**src/rtl/fifo_arbiter_if.sv**
```systemverilog
// Client and FIFO-side signal bundle for fifo_arbiter.
// The master modport is the arbiter view; the slave modport is the clients plus FIFO.
interface fifo_arbiter_if #(
   parameter int unsigned DATA_WIDTH = 32
);
   logic [1:0]            wr_req;
   logic [DATA_WIDTH-1:0] wr_data0;
   logic [DATA_WIDTH-1:0] wr_data1;
   logic [1:0]            wr_done;
   logic [1:0]            wr_fail;
   logic [1:0]            rd_req;
   logic [1:0]            rd_done;
   logic [1:0]            rd_fail;
   logic [DATA_WIDTH-1:0] rd_data;
   logic                  busy;
   logic                  f_wr_en;
   logic                  f_rd_en;
   logic [DATA_WIDTH-1:0] f_din;
   logic [DATA_WIDTH-1:0] f_dout;
   logic                  f_full;
   logic                  f_empty;
   logic                  f_wr_ack;
   logic                  f_wr_err;
   logic                  f_rd_ack;
   logic                  f_rd_err;

   modport master (
      input  wr_req, wr_data0, wr_data1, rd_req,
      input  f_dout, f_full, f_empty, f_wr_ack, f_wr_err, f_rd_ack, f_rd_err,
      output wr_done, wr_fail, rd_done, rd_fail, rd_data, busy,
      output f_wr_en, f_rd_en, f_din
   );

   modport slave (
      output wr_req, wr_data0, wr_data1, rd_req,
      output f_dout, f_full, f_empty, f_wr_ack, f_wr_err, f_rd_ack, f_rd_err,
      input  wr_done, wr_fail, rd_done, rd_fail, rd_data, busy,
      input  f_wr_en, f_rd_en, f_din
   );
endinterface

```
**src/rtl/fifo_arbiter.sv**
```systemverilog
// Shares one FIFO between two writers and two readers: arbitrate, pulse the
// FIFO enable once, wait for ack/err (or timeout), then return done/fail.
module fifo_arbiter #(
   parameter int unsigned DATA_WIDTH = 32,
   parameter int unsigned TIMEOUT    = 4
) (
   input  logic          clk,
   input  logic          reset,
   fifo_arbiter_if.master bus
);
   localparam logic [1:0] IDLE  = 2'd0;
   localparam logic [1:0] ISSUE = 2'd1;
   localparam logic [1:0] WAIT  = 2'd2;
   localparam logic [1:0] RESP  = 2'd3;

   localparam logic       OP_RD = 1'b0;
   localparam logic       OP_WR = 1'b1;
   localparam logic [3:0] TMO   = 4'(TIMEOUT);

   logic [1:0]            state,     state_nxt;
   logic [3:0]            cnt,       cnt_nxt;
   logic                  op,        op_nxt;
   logic                  idx,       idx_nxt;
   logic                  wr_ptr,    wr_ptr_nxt;
   logic                  rd_ptr,    rd_ptr_nxt;
   logic                  last_op,   last_op_nxt;
   logic                  f_wr_en,   f_wr_en_nxt;
   logic                  f_rd_en,   f_rd_en_nxt;
   logic [DATA_WIDTH-1:0] f_din,     f_din_nxt;
   logic [DATA_WIDTH-1:0] rd_data,   rd_data_nxt;
   logic [1:0]            wr_done,   wr_done_nxt;
   logic [1:0]            wr_fail,   wr_fail_nxt;
   logic [1:0]            rd_done,   rd_done_nxt;
   logic [1:0]            rd_fail,   rd_fail_nxt;
   logic                  busy,      busy_nxt;

   logic [1:0] wr_elig;
   logic [1:0] rd_elig;
   logic       grant_wr;
   logic       grant_rd;
   logic       wr_sel;
   logic       rd_sel;
   logic       ack;
   logic       err;
   logic [1:0] grantee;

   // Status only gates eligibility; a stale status surfaces later as a FIFO error.
   assign wr_elig  = bus.f_full  ? 2'b00 : bus.wr_req;
   assign rd_elig  = bus.f_empty ? 2'b00 : bus.rd_req;
   assign grant_wr = (|wr_elig) && (!(|rd_elig) || (last_op == OP_RD));
   assign grant_rd = (|rd_elig) && !grant_wr;
   assign wr_sel   = wr_elig[wr_ptr] ? wr_ptr : ~wr_ptr;
   assign rd_sel   = rd_elig[rd_ptr] ? rd_ptr : ~rd_ptr;
   assign ack      = (op == OP_WR) ? bus.f_wr_ack : bus.f_rd_ack;
   assign err      = (op == OP_WR) ? bus.f_wr_err : bus.f_rd_err;
   assign grantee  = idx ? 2'b10 : 2'b01;

   // Next-state and next-output logic.
   always_comb begin
      state_nxt   = state;
      cnt_nxt     = cnt;
      op_nxt      = op;
      idx_nxt     = idx;
      wr_ptr_nxt  = wr_ptr;
      rd_ptr_nxt  = rd_ptr;
      last_op_nxt = last_op;
      f_din_nxt   = f_din;
      rd_data_nxt = rd_data;
      f_wr_en_nxt = 1'b0;
      f_rd_en_nxt = 1'b0;
      wr_done_nxt = 2'b00;
      wr_fail_nxt = 2'b00;
      rd_done_nxt = 2'b00;
      rd_fail_nxt = 2'b00;
      busy_nxt    = 1'b0;

      case (state)
         IDLE: begin
            if (grant_wr) begin
               op_nxt      = OP_WR;
               idx_nxt     = wr_sel;
               f_din_nxt   = wr_sel ? bus.wr_data1 : bus.wr_data0;
               wr_ptr_nxt  = ~wr_sel;
               last_op_nxt = OP_WR;
               f_wr_en_nxt = 1'b1;
               state_nxt   = ISSUE;
            end else if (grant_rd) begin
               op_nxt      = OP_RD;
               idx_nxt     = rd_sel;
               rd_ptr_nxt  = ~rd_sel;
               last_op_nxt = OP_RD;
               f_rd_en_nxt = 1'b1;
               state_nxt   = ISSUE;
            end
         end
         ISSUE: begin
            cnt_nxt   = 4'd0;
            state_nxt = WAIT;
         end
         WAIT: begin
            // err beats ack; timeout is reported like an error.
            if (err || (!ack && (cnt + 4'd1 >= TMO))) begin
               if (op == OP_WR) wr_fail_nxt = grantee;
               else             rd_fail_nxt = grantee;
               state_nxt = RESP;
            end else if (ack) begin
               if (op == OP_WR) begin
                  wr_done_nxt = grantee;
               end else begin
                  rd_done_nxt = grantee;
                  rd_data_nxt = bus.f_dout;
               end
               state_nxt = RESP;
            end else begin
               cnt_nxt = cnt + 4'd1;
            end
         end
         RESP: state_nxt = IDLE;
         default: state_nxt = IDLE;
      endcase

      busy_nxt = (state_nxt != IDLE);
   end

   always_ff @(posedge clk or posedge reset) begin
      if (reset) begin
         state   <= IDLE;
         cnt     <= 4'd0;
         op      <= OP_RD;
         idx     <= 1'b0;
         wr_ptr  <= 1'b0;
         rd_ptr  <= 1'b0;
         last_op <= OP_RD;
         f_wr_en <= 1'b0;
         f_rd_en <= 1'b0;
         f_din   <= '0;
         rd_data <= '0;
         wr_done <= 2'b00;
         wr_fail <= 2'b00;
         rd_done <= 2'b00;
         rd_fail <= 2'b00;
         busy    <= 1'b0;
      end else begin
         state   <= state_nxt;
         cnt     <= cnt_nxt;
         op      <= op_nxt;
         idx     <= idx_nxt;
         wr_ptr  <= wr_ptr_nxt;
         rd_ptr  <= rd_ptr_nxt;
         last_op <= last_op_nxt;
         f_wr_en <= f_wr_en_nxt;
         f_rd_en <= f_rd_en_nxt;
         f_din   <= f_din_nxt;
         rd_data <= rd_data_nxt;
         wr_done <= wr_done_nxt;
         wr_fail <= wr_fail_nxt;
         rd_done <= rd_done_nxt;
         rd_fail <= rd_fail_nxt;
         busy    <= busy_nxt;
      end
   end

   assign bus.f_wr_en = f_wr_en;
   assign bus.f_rd_en = f_rd_en;
   assign bus.f_din   = f_din;
   assign bus.rd_data = rd_data;
   assign bus.wr_done = wr_done;
   assign bus.wr_fail = wr_fail;
   assign bus.rd_done = rd_done;
   assign bus.rd_fail = rd_fail;
   assign bus.busy    = busy;
endmodule

```
**src/flat_wrapper.sv**
```systemverilog
// flat-port wrapper written by rule: the top's interface ports become plain ports
module fifo_arbiter_flat 
#(
   parameter int unsigned DATA_WIDTH = 32,
   parameter int unsigned TIMEOUT    = 4
)
  (clk, reset, bus_wr_req, bus_wr_data0, bus_wr_data1, bus_rd_req, bus_f_dout, bus_f_full, bus_f_empty, bus_f_wr_ack, bus_f_wr_err, bus_f_rd_ack, bus_f_rd_err, bus_wr_done, bus_wr_fail, bus_rd_done, bus_rd_fail, bus_rd_data, bus_busy, bus_f_wr_en, bus_f_rd_en, bus_f_din);
  fifo_arbiter_if #(.DATA_WIDTH(DATA_WIDTH)) bus_i ();
  input  logic clk;
  input  logic reset;
  input wire logic [$bits(bus_i.wr_req)-1:0] bus_wr_req;
  input wire logic [$bits(bus_i.wr_data0)-1:0] bus_wr_data0;
  input wire logic [$bits(bus_i.wr_data1)-1:0] bus_wr_data1;
  input wire logic [$bits(bus_i.rd_req)-1:0] bus_rd_req;
  input wire logic [$bits(bus_i.f_dout)-1:0] bus_f_dout;
  input wire logic [$bits(bus_i.f_full)-1:0] bus_f_full;
  input wire logic [$bits(bus_i.f_empty)-1:0] bus_f_empty;
  input wire logic [$bits(bus_i.f_wr_ack)-1:0] bus_f_wr_ack;
  input wire logic [$bits(bus_i.f_wr_err)-1:0] bus_f_wr_err;
  input wire logic [$bits(bus_i.f_rd_ack)-1:0] bus_f_rd_ack;
  input wire logic [$bits(bus_i.f_rd_err)-1:0] bus_f_rd_err;
  output wire logic [$bits(bus_i.wr_done)-1:0] bus_wr_done;
  output wire logic [$bits(bus_i.wr_fail)-1:0] bus_wr_fail;
  output wire logic [$bits(bus_i.rd_done)-1:0] bus_rd_done;
  output wire logic [$bits(bus_i.rd_fail)-1:0] bus_rd_fail;
  output wire logic [$bits(bus_i.rd_data)-1:0] bus_rd_data;
  output wire logic [$bits(bus_i.busy)-1:0] bus_busy;
  output wire logic [$bits(bus_i.f_wr_en)-1:0] bus_f_wr_en;
  output wire logic [$bits(bus_i.f_rd_en)-1:0] bus_f_rd_en;
  output wire logic [$bits(bus_i.f_din)-1:0] bus_f_din;
  assign bus_i.wr_req = bus_wr_req;
  assign bus_i.wr_data0 = bus_wr_data0;
  assign bus_i.wr_data1 = bus_wr_data1;
  assign bus_i.rd_req = bus_rd_req;
  assign bus_i.f_dout = bus_f_dout;
  assign bus_i.f_full = bus_f_full;
  assign bus_i.f_empty = bus_f_empty;
  assign bus_i.f_wr_ack = bus_f_wr_ack;
  assign bus_i.f_wr_err = bus_f_wr_err;
  assign bus_i.f_rd_ack = bus_f_rd_ack;
  assign bus_i.f_rd_err = bus_f_rd_err;
  assign bus_wr_done = bus_i.wr_done;
  assign bus_wr_fail = bus_i.wr_fail;
  assign bus_rd_done = bus_i.rd_done;
  assign bus_rd_fail = bus_i.rd_fail;
  assign bus_rd_data = bus_i.rd_data;
  assign bus_busy = bus_i.busy;
  assign bus_f_wr_en = bus_i.f_wr_en;
  assign bus_f_rd_en = bus_i.f_rd_en;
  assign bus_f_din = bus_i.f_din;
  fifo_arbiter #(.DATA_WIDTH(DATA_WIDTH), .TIMEOUT(TIMEOUT)) u_core (.clk(clk), .reset(reset), .bus(bus_i));
endmodule
```
**config.mk**
```make
export PLATFORM = sky130hd
export DESIGN_NAME = fifo_arbiter_flat
export DESIGN_NICKNAME = d
export VERILOG_FILES = /design/src/rtl/fifo_arbiter_if.sv /design/src/rtl/fifo_arbiter.sv /design/src/flat_wrapper.sv
export SDC_FILE = /design/constraint.sdc
export NUM_CORES = 1
export LEC_CHECK = 0
export BUFFER_PORTS_ARGS = -buffer_cell sky130_fd_sc_hd__buf_2
export CORE_MARGIN = 1.5
export CORE_UTILIZATION = 49
export DETAILED_ROUTE_END_ITERATION = 10
export PLACE_DENSITY = 0.83
export SLEW_MARGIN = 30
export SYNTH_ARGS = -nofsm -noshare
export SYNTH_HDL_FRONTEND = slang
export SYNTH_SLANG_ARGS = --single-unit
export TNS_END_PERCENT = 5
```
**constraint.sdc**
```tcl
create_clock -name clk -period 5.9 [get_ports clk]
set_input_delay 0.295 -clock clk [delete_from_list [all_inputs] [get_ports clk]]
set_output_delay 0.295 -clock clk [all_outputs]
set_load 0.01 [all_outputs]
```
# After elaboration in Yosys (flattened, before gate mapping)
# Cells that the tools add are included.
# word_totals
regBits,85
# classes
add_sub_neg,1
n_lt_le_gt_ge,3
n_eq_ne,5
mux,41
bitwise_logic,7
n_reduce_logical,19
# ops
cell,n
2-bit 2-to-1 mux,19
32-bit 2-to-1 mux,1
1-bit 2-to-1 mux,17
4-bit 2-to-1 mux,2
2-bit one-hot mux with 4 select lines,1
4-bit one-hot mux with 2 select lines,1
1-bit NOT,7
3-bit AND reduction,2
2-bit nonzero test,3
"4-bit by 1-bit adder with 4-bit output, second input constant",1
"2-bit == test, second input constant",2
"4-bit by 3-bit greater-or-equal comparator with 1-bit output, second input constant",1
"1-bit by 2-bit < comparator with 1-bit output, second input constant",2
"2-bit != test, second input constant",2
2-bit AND reduction,2
4-bit AND reduction,1
2-bit OR reduction,2
1-bit logical AND,3
1-bit zero test,3
"2-bit by 1-bit == test with 1-bit output, second input constant",1
2-bit zero test,1
1-bit logical OR,2

# Longest topological paths before layout
# Gate-level depths: netlist (run 1).
# depth
ltp_word,11
ltp_mapped,9

# Least setup slack after synthesis (run 1)
# Ideal clock, no wire load.
# synth_path
path_type,flip-flop to flip-flop
startpoint,reg u_core.state[0]
endpoint,"reg u_core.rd_data[0], in the netlist u_core.bus.rd_data[0]"
setup_ps,125
t_arrival_ps,1520
required_ps,5775
path_slack_ps,4255
path_stages_with_launch,7
path_buffers,2
synth_period_minus_slack_ps,1645
path_cell_list,dfrtp_1 inv_1 ha_1 nor4bb_1 buf_2 buf_4 mux2_2
# synth_via
elab_chain_cells,2
# synth_lines
element,line,source
start: declaration,fifo_arbiter.sv:20,"logic [1:0] state, state_nxt;"
start signal: assignment,fifo_arbiter.sv:144,state <= state_nxt;
2-bit == test,fifo_arbiter.sv:77,case (state)
4-bit AND reduction (no source line),n/a,
end signal: assignment,fifo_arbiter.sv:154,rd_data <= rd_data_nxt;
end: declaration,fifo_arbiter.sv:30,"logic [DATA_WIDTH-1:0] rd_data, rd_data_nxt;"
# Every way passes these cells.
# A chain may end at the register's enable or synchronous reset.

# Final worst setup path (run 1)
# Same ends and word-level chain as after synthesis.

==> results of run 1 <==
## cells in the final DEF (no fill, tap or decap), types with 3 or more instances in the layout
cell and n:
buf_2 182, dfrtp_1 85, nand2_1 37, mux2_2 33, mux2i_1 32, o21ai_0 23
o21ai_1 11, clkbuf_8 9, inv_1 7, nand2b_1 4, a21oi_1 3, nor2b_1 3
nor2_1 3, clkinv_2 3, ha_1 3
## area by class of cell
type                       instances  share of cell area
inverter                           8             0.00641
multi-input combinational        187               0.296
timing repair buffer             184               0.190
sequential                        85               0.436
tap                               99              0.0254
antenna                            1            0.000513
clock inverter                     7              0.0200
clock buffer                       9              0.0254
## how the worst max path moves through the flow
stage / startpoint / to / slack [ns] / cells after the start
2_1_floorplan: reset / u_core.bus.busy / 3.41 / 1
3_3_place_gp: u_core.state[0] / u_core.wr_ptr / 3.86 / 5
3_5_place_dp: u_core.state[0] / u_core.bus.rd_data[0] / 3.80 / 5
4_1_cts: u_core.state[0] / u_core.bus.rd_data[0] / 3.77 / 5
5_1_grt: u_core.state[0] / u_core.bus.rd_data[15] / 3.61 / 5
6_report: u_core.state[0] / u_core.bus.rd_data[0] / 3.79 / 5
## registers in the layout, indices dropped and copies added (netlist names)
signal,count
u_core.state,2
u_core.bus.f_wr_en,1
u_core.idx,1
u_core.bus.rd_done,2
u_core.bus.f_rd_en,1
u_core.bus.rd_data,32
u_core.bus.wr_fail,2
u_core.wr_ptr,1
u_core.bus.busy,1
u_core.bus.f_din,32
u_core.op,1
u_core.cnt,4
u_core.rd_ptr,1
u_core.bus.rd_fail,2
u_core.bus.wr_done,2
## power breakdown
group	total [W]	internal [W]	switching, W
Combinational	0.000893	0.000424	0.000469
Clock	0.000457	0.000242	0.000215
Sequential	0.000967	0.000823	0.000144
Total	0.00232	0.00149	0.000828
## routing by layer
layer	part of all wire	up-vias	routed length, um
met1	0.41	1322	3380
met3	0.080	14	665
met5	0	-	0
met2	0.49	134	4120
li1	-	1405	-
met4	0.021	0	178
## logic make-up (layout without fill, tap and decap cells)
| group | count (synthesis) | after routing | synth area share |
|---|---|---|---|
| AOI/OAI and AO/OA | 57 | 57 | 0.0996 |
| adders and majority gates | 3 | 3 | 0.0101 |
| buffers and inverters | 26 | 208 | 0.0446 |
| DFF | 85 | 85 | 0.574 |
| muxes | 66 | 66 | 0.191 |
| other | 0 | 1 | 0 |
| and+or+nand+nor | 61 | 61 | 0.0810 |
## worst register-to-register path, stage by stage (launching register included)
cell,delay (ns)
dfrtp_1,0.38
inv_1,0.09
ha_1,0.34
nor4bb_4,0.35
buf_4,0.42
mux2_2,0.41
## through the flow
step           instances  hold slack [ns]  instance area [um2]
3_5_place_dp         563            0.466                 4640
6_report             580            0.137                 4880
2_1_floorplan        298            0.391                 3710
4_1_cts              579            0.162                 4860
3_3_place_gp         563            0.460                 4640
5_1_grt              580            0.163                 4880
==> metrics.yaml, run 1 <==
die:
  dieWidth_um: 90.0
  floorplan.initialDensity: 0.508
  die_h_um: 90.0
  coreArea_mm2: 0.00729
  io_pins: 183
  die-area_mm2: 0.00809
  num_rows: 31
clocking:
  cts_tree: "done"
  cts_hold_buffers: 0
  ctsResizeCount: 0
  numCtsBuffers: 9
  htreeDepth: 3
  worst_skew_pair.late_latency_ns: 0.34
  post_cts_buffers: 0
  cts-root-buf: "clkbuf_8"
  clockBufferDepth: 2
  clkTransAtPathRegs_ns: 0.09
  clkSinkCount: 85
critical_path:
  cpMaxStageDelayCell: "buf_4"
  cp_max_fo: 34
  timing.rr.start: "u_core.state[0]"
  r2r-end: "u_core.bus.rd_data[0]"
  critPathTopFamily: "buffers and inverters"
  cp_num_buf_inv: 2
  reg2reg_depth: 5
  worst-setup-path-type: "register to register"
  cpPeakStageDelay_ns: 0.42
  crit_required_ns: 6.12
  crit_chain: "inv_1 -> ha_1 -> nor4bb_4 -> buf_4 -> mux2_2"
  cp-start-kind: "register"
  r2r_setup_slack_ns: 3.79
  worst_setup_path_end_kind: "register"
  critPathArrivalTime_ns: 2.33
drt:
  drtIter0Drc: 57
  routed_wl_mm: 8.35
  wire_per_inst_um: 14.4
  via_per_inst: 4.96
  firstDrtPassIters: 4
  ant_nets: 0
  drc: 0
  num_vias: 2875
sta:
  finalCriticalPeriod_ns: 2.11
  slew_viol_final: 0
  rsz0062_at_grt: "false"
  hold_viol: 0
  timing.setup.tns_ns: 0
  setup_ws_ns: 3.79
  final-setup-viol-count: 0
  worstMarginPinSlew_ns: 0.741
  clock.fmax_mhz: 474
  relSlewSlack: 0.506
  min_period_over_period: 0.358
  skew_ns: 0.00883
placed_design:
  gp_congestion: 0.742
  place_ws_ns: 3.80
  io_buffers: 182
  hpwl_mm: 6.27
yosys:
  seq_area_frac_synth: 0.574
  yosysMostFrequentCell: "dfrtp_1"
  syn_area_mm2: 0.00371
  avgSynthCellArea_um2: 12.4
  synthDistinctLibCells: 44
  synth_edf_count: 0
  ys.warnings.count: 0
  synth_area_leader_cell: "dfrtp_1"
  synth_top_area_frac: 0.574
  synth_common_cells: "85 x dfrtp_1, 37 x nand2_1, 33 x mux2_2, 32 x mux2i_1, 23 x o21ai_0"
  synth-seq-cells: 85
  synthTopCellsByArea: "dfrtp_1 57%, mux2_2 10%, mux2i_1 8.6%"
  synthFlopType: "dfrtp_1"
  postSynth.asyncResetShare: 1.00
  postSynthCellCount: 298
  syn-num-nets: 409
global_route:
  grt_pass1_wl_mm: 13.2
  antenna_found_initial: 1
  top_usage_layer: "met2"
  grt_max_degree: 86
  grt_pass1_vias: 2758
  grt_util_all_layers: 0.208
  grt_overflow: 0
  use_met1: 0.240
  grt_use_met2: 0.358
  use_met3: 0.0609
finish:
  fillers: 575
  drive_gt1_frac: 0.504
  final-seq-area_mm2: 0.00213
  utilization: 0.669
  multi_input_area_mm2: 0.00145
  syn_to_final_growth_pct: 31.7
  layout.nets: 586
outcome:
  outcome: "finished, final reports clean"
power:
  irDropWorstVdd_v: 0.000177
  power_leakage_nw: 2.58
  finalPower_w: 0.00232
  pwr_density_cell_mw_per_mm2: 475
flow_run:
  cap_violations: 0
min_path:
  min_path_type: "input port to asynchronous set/reset pin"
(Power assumes the default switching activity.)
==> run 2, diff against run 1 <==
- CORE_UTILIZATION: 49 -> 46
- PLACE_DENSITY: 0.83 -> 0.78
- clock period: 5.9 -> 2.15 ns (I/O delays scaled with it)
==> metrics.yaml, run 2 (synthesized netlist as in run 1, its figures left out) <==
outcome:
  outcome: "finished, final reports clean"
drt:
  routed_wl_mm: 8.88  # +6.4%
  drtIter0Drc: 92  # +61%
  ant_nets: 0  # unchanged
  drc: 0  # unchanged
  wire_per_inst_um: 14.4  # +0.32%
  num_vias: 3004  # +4.5%
  via_per_inst: 4.88  # -1.5%
  firstDrtPassIters: 6  # +2
sta:
  timing.setup.tns_ns: 0  # unchanged
  clock.fmax_mhz: 571  # +21%
  final-setup-viol-count: 0  # unchanged
  skew_ns: 0.00763  # -0.00120 ns
  relSlewSlack: 0.518  # +0.0118
  worstMarginPinSlew_ns: 0.721  # -0.0193 ns
  rsz0062_at_grt: "false"
  min_period_over_period: 0.815  # +0.457
  finalCriticalPeriod_ns: 1.75  # -0.360 ns
  hold_viol: 0  # unchanged
  slew_viol_final: 0  # unchanged
  fin_hold_ws_ns: 0.0200  # -0.117 ns
finish:
  num_antenna_cells: 0  # -1
  utilization: 0.674  # +0.00445
  layout.nets: 619  # +5.6%
  syn_to_final_growth_pct: 41.2
  drive_gt1_frac: 0.476  # -0.0285
  top_regs: "u_core.bus.f_din x32, u_core.bus.rd_data x32, u_core.cnt x4"
  stdcell_count: 615  # +6.0%
  final_cell_mix: "182 x buf_2, 85 x dfrtp_1, 37 x nand2_1"
  final_common_cell: "buf_2"
global_route:
  antenna_found_initial: 0  # -1
  grt_pass1_wl_mm: 13.0  # -1.3%
  grt_util_all_layers: 0.195  # -0.0123
  grt_overflow: 0  # unchanged
  grt_pass1_vias: 2883  # +4.5%
  grt_max_degree: 37  # -57%
power:
  p_switching_w: 0.00224  # +170%
  finalPower_w: 0.00641  # +180%
  cellInternalPower_w: 0.00417  # +180%
  pwr-share-clk: 0.186  # -0.011
  pwr-share-seq: 0.415  # -0.002
  pwr_density_cell_mw_per_mm2: 1230  # +160%
  switching_share: 0.349  # -0.00815
  power_leakage_nw: 2.73  # +5.6%
  pwr-share-comb: 0.399  # +0.014
  irDropWorstVdd_v: 0.000544  # +210%
die:
  num_rows: 32  # +3.2%
  coreArea_mm2: 0.00777  # +6.5%
  io_pins: 183  # unchanged
  die-area_mm2: 0.00860  # +6.3%
  dieWidth_um: 92.8  # +3.1%
  die_h_um: 92.8  # +3.1%
  floorplan.initialDensity: 0.477  # -0.0311
critical_path:
  cpMaxStageDelayCell: "a211o_2"
  cp-start-kind: "register"
  cp_num_buf_inv: 3  # +1
  cp_max_fo: 36  # +5.9%
  r2r_setup_slack_ns: 0.40  # -3.39 ns
  crit_cells: 7  # +2
  worst_setup_path_end_kind: "register"
  endpoint: "u_core.bus.f_din[11]"
  worst-setup-path-type: "register to register"
  timing.rr.start: "u_core.state[0]"
  crit_required_ns: 2.37  # -3.75 ns
  reg2reg_depth: 7  # +2
  critPathLaunch: "u_core.state[0]"
  critPathTopFamily: "compound AO/OA/AOI/OAI gates"
  cpPeakStageDelay_ns: 0.49  # +0.07 ns
  critPathArrivalTime_ns: 1.97  # -0.36 ns
  crit_chain: "inv_1 -> ha_1 -> inv_1 -> a211o_2 -> buf_12 -> nand2_1 -> o21ai_0"
  worst_path_most_repeated_cell: "inv_1"
  r2r-end: "u_core.bus.f_din[11]"
min_path:
  min_path_type: "input port to register"
clocking:
  numCtsBuffers: 9  # unchanged
  clkTransAtPathRegs_ns: 0.08  # about the same
  htreeDepth: 3  # unchanged
  worst_skew_pair.late_latency_ns: 0.34  # about the same
  cts-root-buf: "clkbuf_8"
  clockBufferDepth: 2  # unchanged
  post_cts_buffers: 0  # unchanged
  cts_hold_buffers: 21  # +21
  clkSinkCount: 85  # unchanged
  ctsResizeCount: 0  # unchanged
  cts_tree: "done"
placed_design:
  hpwl_mm: 6.21  # -0.95%
  gp_congestion: 0.762  # +2.7%
  io_buffers: 182  # unchanged
  dpl.cell_count: 571  # +1.4%
flow_run:
  cap_violations: 0  # unchanged
[run 2: cell count changes in the layout (fill, tap and decap cells not counted), moves of 2 or more]
cell and change:
dlygate4sd3_1 +28, buf_12 +5, clkbuf_1 +3, clkinv_2 -2
[run 2: metal layers]
metal	share of wire	vias to the layer above	global-route usage
li1	-	1467	-
met1	0.40	1389	0.222
met2	0.50	136	0.345
met3	0.078	12	0.0476
met4	0.016	0	0.0859
met5	0	-	0
[run 2: power groups by stage]
stage	Combinational, W	Clock, W	Sequential, W
after floorplan	0.00131	0	0.00291
after CTS	0.00256	0.00122	0.00265
after global placement	0.00245	0	0.00264
final	0.00256	0.00119	0.00267
after global routing	0.00280	0.00129	0.00275
after detailed placement	0.00254	0	0.00267
[run 2: metrics by stage]
stage | setup slack, ns | cell area [um2]
final | 0.398 | 5230
after global routing | 0.233 | 5230
after CTS | 0.381 | 5160
after detailed placement | 0.374 | 4750
after global placement | 0.450 | 4750
after floorplan | 0.505 | 3710
[run 2: worst min path at each step]
stage	start	to	slack, ns	depth (start not counted)
5_1_grt	bus_f_dout[29]	u_core.bus.rd_data[29]	0.01	2
3_3_place_gp	reset	u_core.bus.rd_data[6]	0.26	2
2_1_floorplan	bus_f_empty	u_core.rd_ptr	0.20	1
4_1_cts	bus_f_dout[26]	u_core.bus.rd_data[26]	0.001	2
6_report	bus_f_dout[29]	u_core.bus.rd_data[29]	0.02	2
3_5_place_dp	reset	u_core.bus.rd_data[6]	0.27	2
[run 2: cell type report]
type	instances	area, um2
inverters	8	33.8
well taps	102	128
repair buffers	217	1310
fillers	602	2530
flip-flops and latches	85	2130
clock inverters	4	72.6
clock buffers	12	135
multi-input cells	187	1430
==> run 3, diff against run 2 <==
- clock period: 2.15 -> 1.7 ns (I/O delays scaled with it)
==> metrics.yaml, run 3 (synthesized netlist as in run 1, its figures left out) <==
critical_path:
  cpPeakStageDelay_ns: 0.40  # -0.09 ns
  r2r_setup_slack_ns: 0.06  # -0.34 ns
  r2r-end: "u_core.bus.rd_data[8]"
  critPathTopFamily: "buffers and inverters"
  cpMaxStageDelayCell: "dfrtp_1"
  reg2reg_depth: 5  # -2
  timing.rr.start: "u_core.state[0]"
  crit_required_ns: 1.94  # -0.43 ns
  critPathArrivalTime_ns: 1.88  # -0.09 ns
  cp_num_buf_inv: 2  # -1
  critPathLaunch: "u_core.state[0]"
  worst-setup-path-type: "register to register"
  crit_chain: "inv_2 -> ha_4 -> nor4bb_4 -> bufbuf_16 -> mux2_2"
  crit_cells: 5  # -2
  cp_max_fo: 17  # -53%
  endpoint: "u_core.bus.rd_data[8]"
  cp-start-kind: "register"
  worst_setup_path_end_kind: "register"
die:
  floorplan.initialDensity: 0.477  # unchanged
  io_pins: 183  # unchanged
  die-area_mm2: 0.00860  # unchanged
  dieWidth_um: 92.8  # unchanged
  die_h_um: 92.8  # unchanged
  num_rows: 32  # unchanged
  coreArea_mm2: 0.00777  # unchanged
global_route:
  grt_util_all_layers: 0.217  # +0.0219
  grt_overflow: 0  # unchanged
  antenna_found_initial: 0  # unchanged
  grt_max_degree: 86  # +130%
  grt_pass1_wl_mm: 14.5  # +11%
  grt_pass1_vias: 3018  # +4.7%
drt:
  num_vias: 3114  # +3.7%
  drtIter0Drc: 75  # -18%
  routed_wl_mm: 9.56  # +7.6%
  drc: 0  # unchanged
  ant_nets: 0  # unchanged
  firstDrtPassIters: 5  # -1
  wire_per_inst_um: 15.1  # +4.7%
  via_per_inst: 4.93  # +0.87%
sta:
  rsz0062_at_grt: "true"
  fin_hold_ws_ns: 0.00946  # -0.0106 ns
  relSlewSlack: 0.702  # +0.184
  hold_viol: 0  # unchanged
  worstMarginPinSlew_ns: 0.447  # -0.275 ns
  final-setup-viol-count: 0  # unchanged
  finalCriticalPeriod_ns: 1.64  # -0.114 ns
  clock.fmax_mhz: 611  # +7.0%
  timing.setup.tns_ns: 0  # unchanged
  skew_ns: 0.0143  # +0.00667 ns
  slew_viol_final: 0  # unchanged
  min_period_over_period: 0.963  # +0.149
placed_design:
  hpwl_mm: 6.15  # -0.95%
  io_buffers: 182  # unchanged
  gp_congestion: 0.774  # +1.6%
finish:
  layout.nets: 636  # +2.7%
  syn_to_final_growth_pct: 46.3
  drive_gt1_frac: 0.491  # +0.0149
  num_antenna_cells: 0  # unchanged
  final_common_cell: "buf_2"
  top_regs: "u_core.bus.f_din x32, u_core.bus.rd_data x32, u_core.cnt x4"
  final_cell_mix: "182 x buf_2, 84 x dfrtp_1, 37 x nand2_1"
clocking:
  cts-root-buf: "clkbuf_8"
  worst_skew_pair.late_latency_ns: 0.35  # about the same
  numCtsBuffers: 9  # unchanged
  clockBufferDepth: 2  # unchanged
  clkSinkCount: 85  # unchanged
  cts_tree: "done"
  clkTransAtPathRegs_ns: 0.09  # about the same
  htreeDepth: 3  # unchanged
power:
  pwr_density_cell_mw_per_mm2: 1520  # +24%
  irDropWorstVdd_v: 0.000714  # +31%
  power_leakage_nw: 2.81  # +3.2%
outcome:
  outcome: "finished, final reports clean"
flow_run:
  cap_violations: 0  # unchanged
min_path:
  min_path_type: "input port to register"
## run 3: cell types whose count changed in the layout (fill, tap and decap cells not counted), sizes merged
cell         delta
dlygate4sd3     +7
inv             +3
bufbuf          +1
buf             +8
bufinv          -2
clkbuf          -1
clkinv          +1
## run 3: cell type report
class	count	area, um2
Clock inverter	6	53.8
Clock buffer	10	138
Sequential cell	85	2130
Tap cell	102	128
Timing Repair Buffer	234	1490
Inverter	8	33.8
Fill cell	548	2350
Multi-Input combinational cell	187	1450
## run 3: report_power, final
group | total (W) | internal (W) | switching (W)
registers | 0.00337 | 0.00286 | 0.000509
logic | 0.00350 | 0.00175 | 0.00174
clock network | 0.00138 | 0.000597 | 0.000785
total | 0.00825 | 0.00521 | 0.00304
## run 3: worst min-delay path by stage
stage                          startpoint                    end  slack [ns]  cells past startpoint
after floorplan               bus_f_empty          u_core.rd_ptr        0.18                      1
after global placement              reset  u_core.bus.rd_data[1]        0.24                      3
after detailed placement            reset  u_core.bus.rd_data[8]        0.25                      3
after CTS                 bus_wr_data0[0]    u_core.bus.f_din[0]       0.005                      3
after global routing      bus_wr_data1[4]    u_core.bus.f_din[4]       0.007                      3
final                     bus_wr_data0[0]    u_core.bus.f_din[0]       0.009                      3
## run 3: worst min-delay path, stage by stage
cell and delay (ns):
buf_2 0.08, mux2i_1 0.06, o21ai_1 0.11
## run 3: metal layers
| layer | track usage | wire length [um] | up-vias |
|---|---|---|---|
| met3 | 0.0476 | 630 | 10 |
| li1 | - | - | 1498 |
| met2 | 0.384 | 4800 | 135 |
| met1 | 0.262 | 4020 | 1471 |
| met5 | 0 | 0 | - |
| met4 | 0.0682 | 98 | 0 |
## run 3: per-stage QoR
step	utilization	power, W	cell area (um2)	cells	setup WS, ns
after CTS	0.688	0.00814	5350	628	0.00834
after global routing	0.698	0.00881	5420	632	-0.0115
after detailed placement	0.613	0.00668	4760	575	0.00623
after floorplan	-	0.00533	3710	298	0.0553
after global placement	0.613	0.00651	4760	575	0.0571
final	0.698	0.00825	5420	632	0.0621
## run 3: timing repair
action,in CTS,in global routing
pin swaps,1,0
resized for setup,1,7
endpoints found under the setup margin,13,48
hold buffers,35,0
gates cloned,1,1
hold endpoints to repair,119,0
buffers inserted,1,3
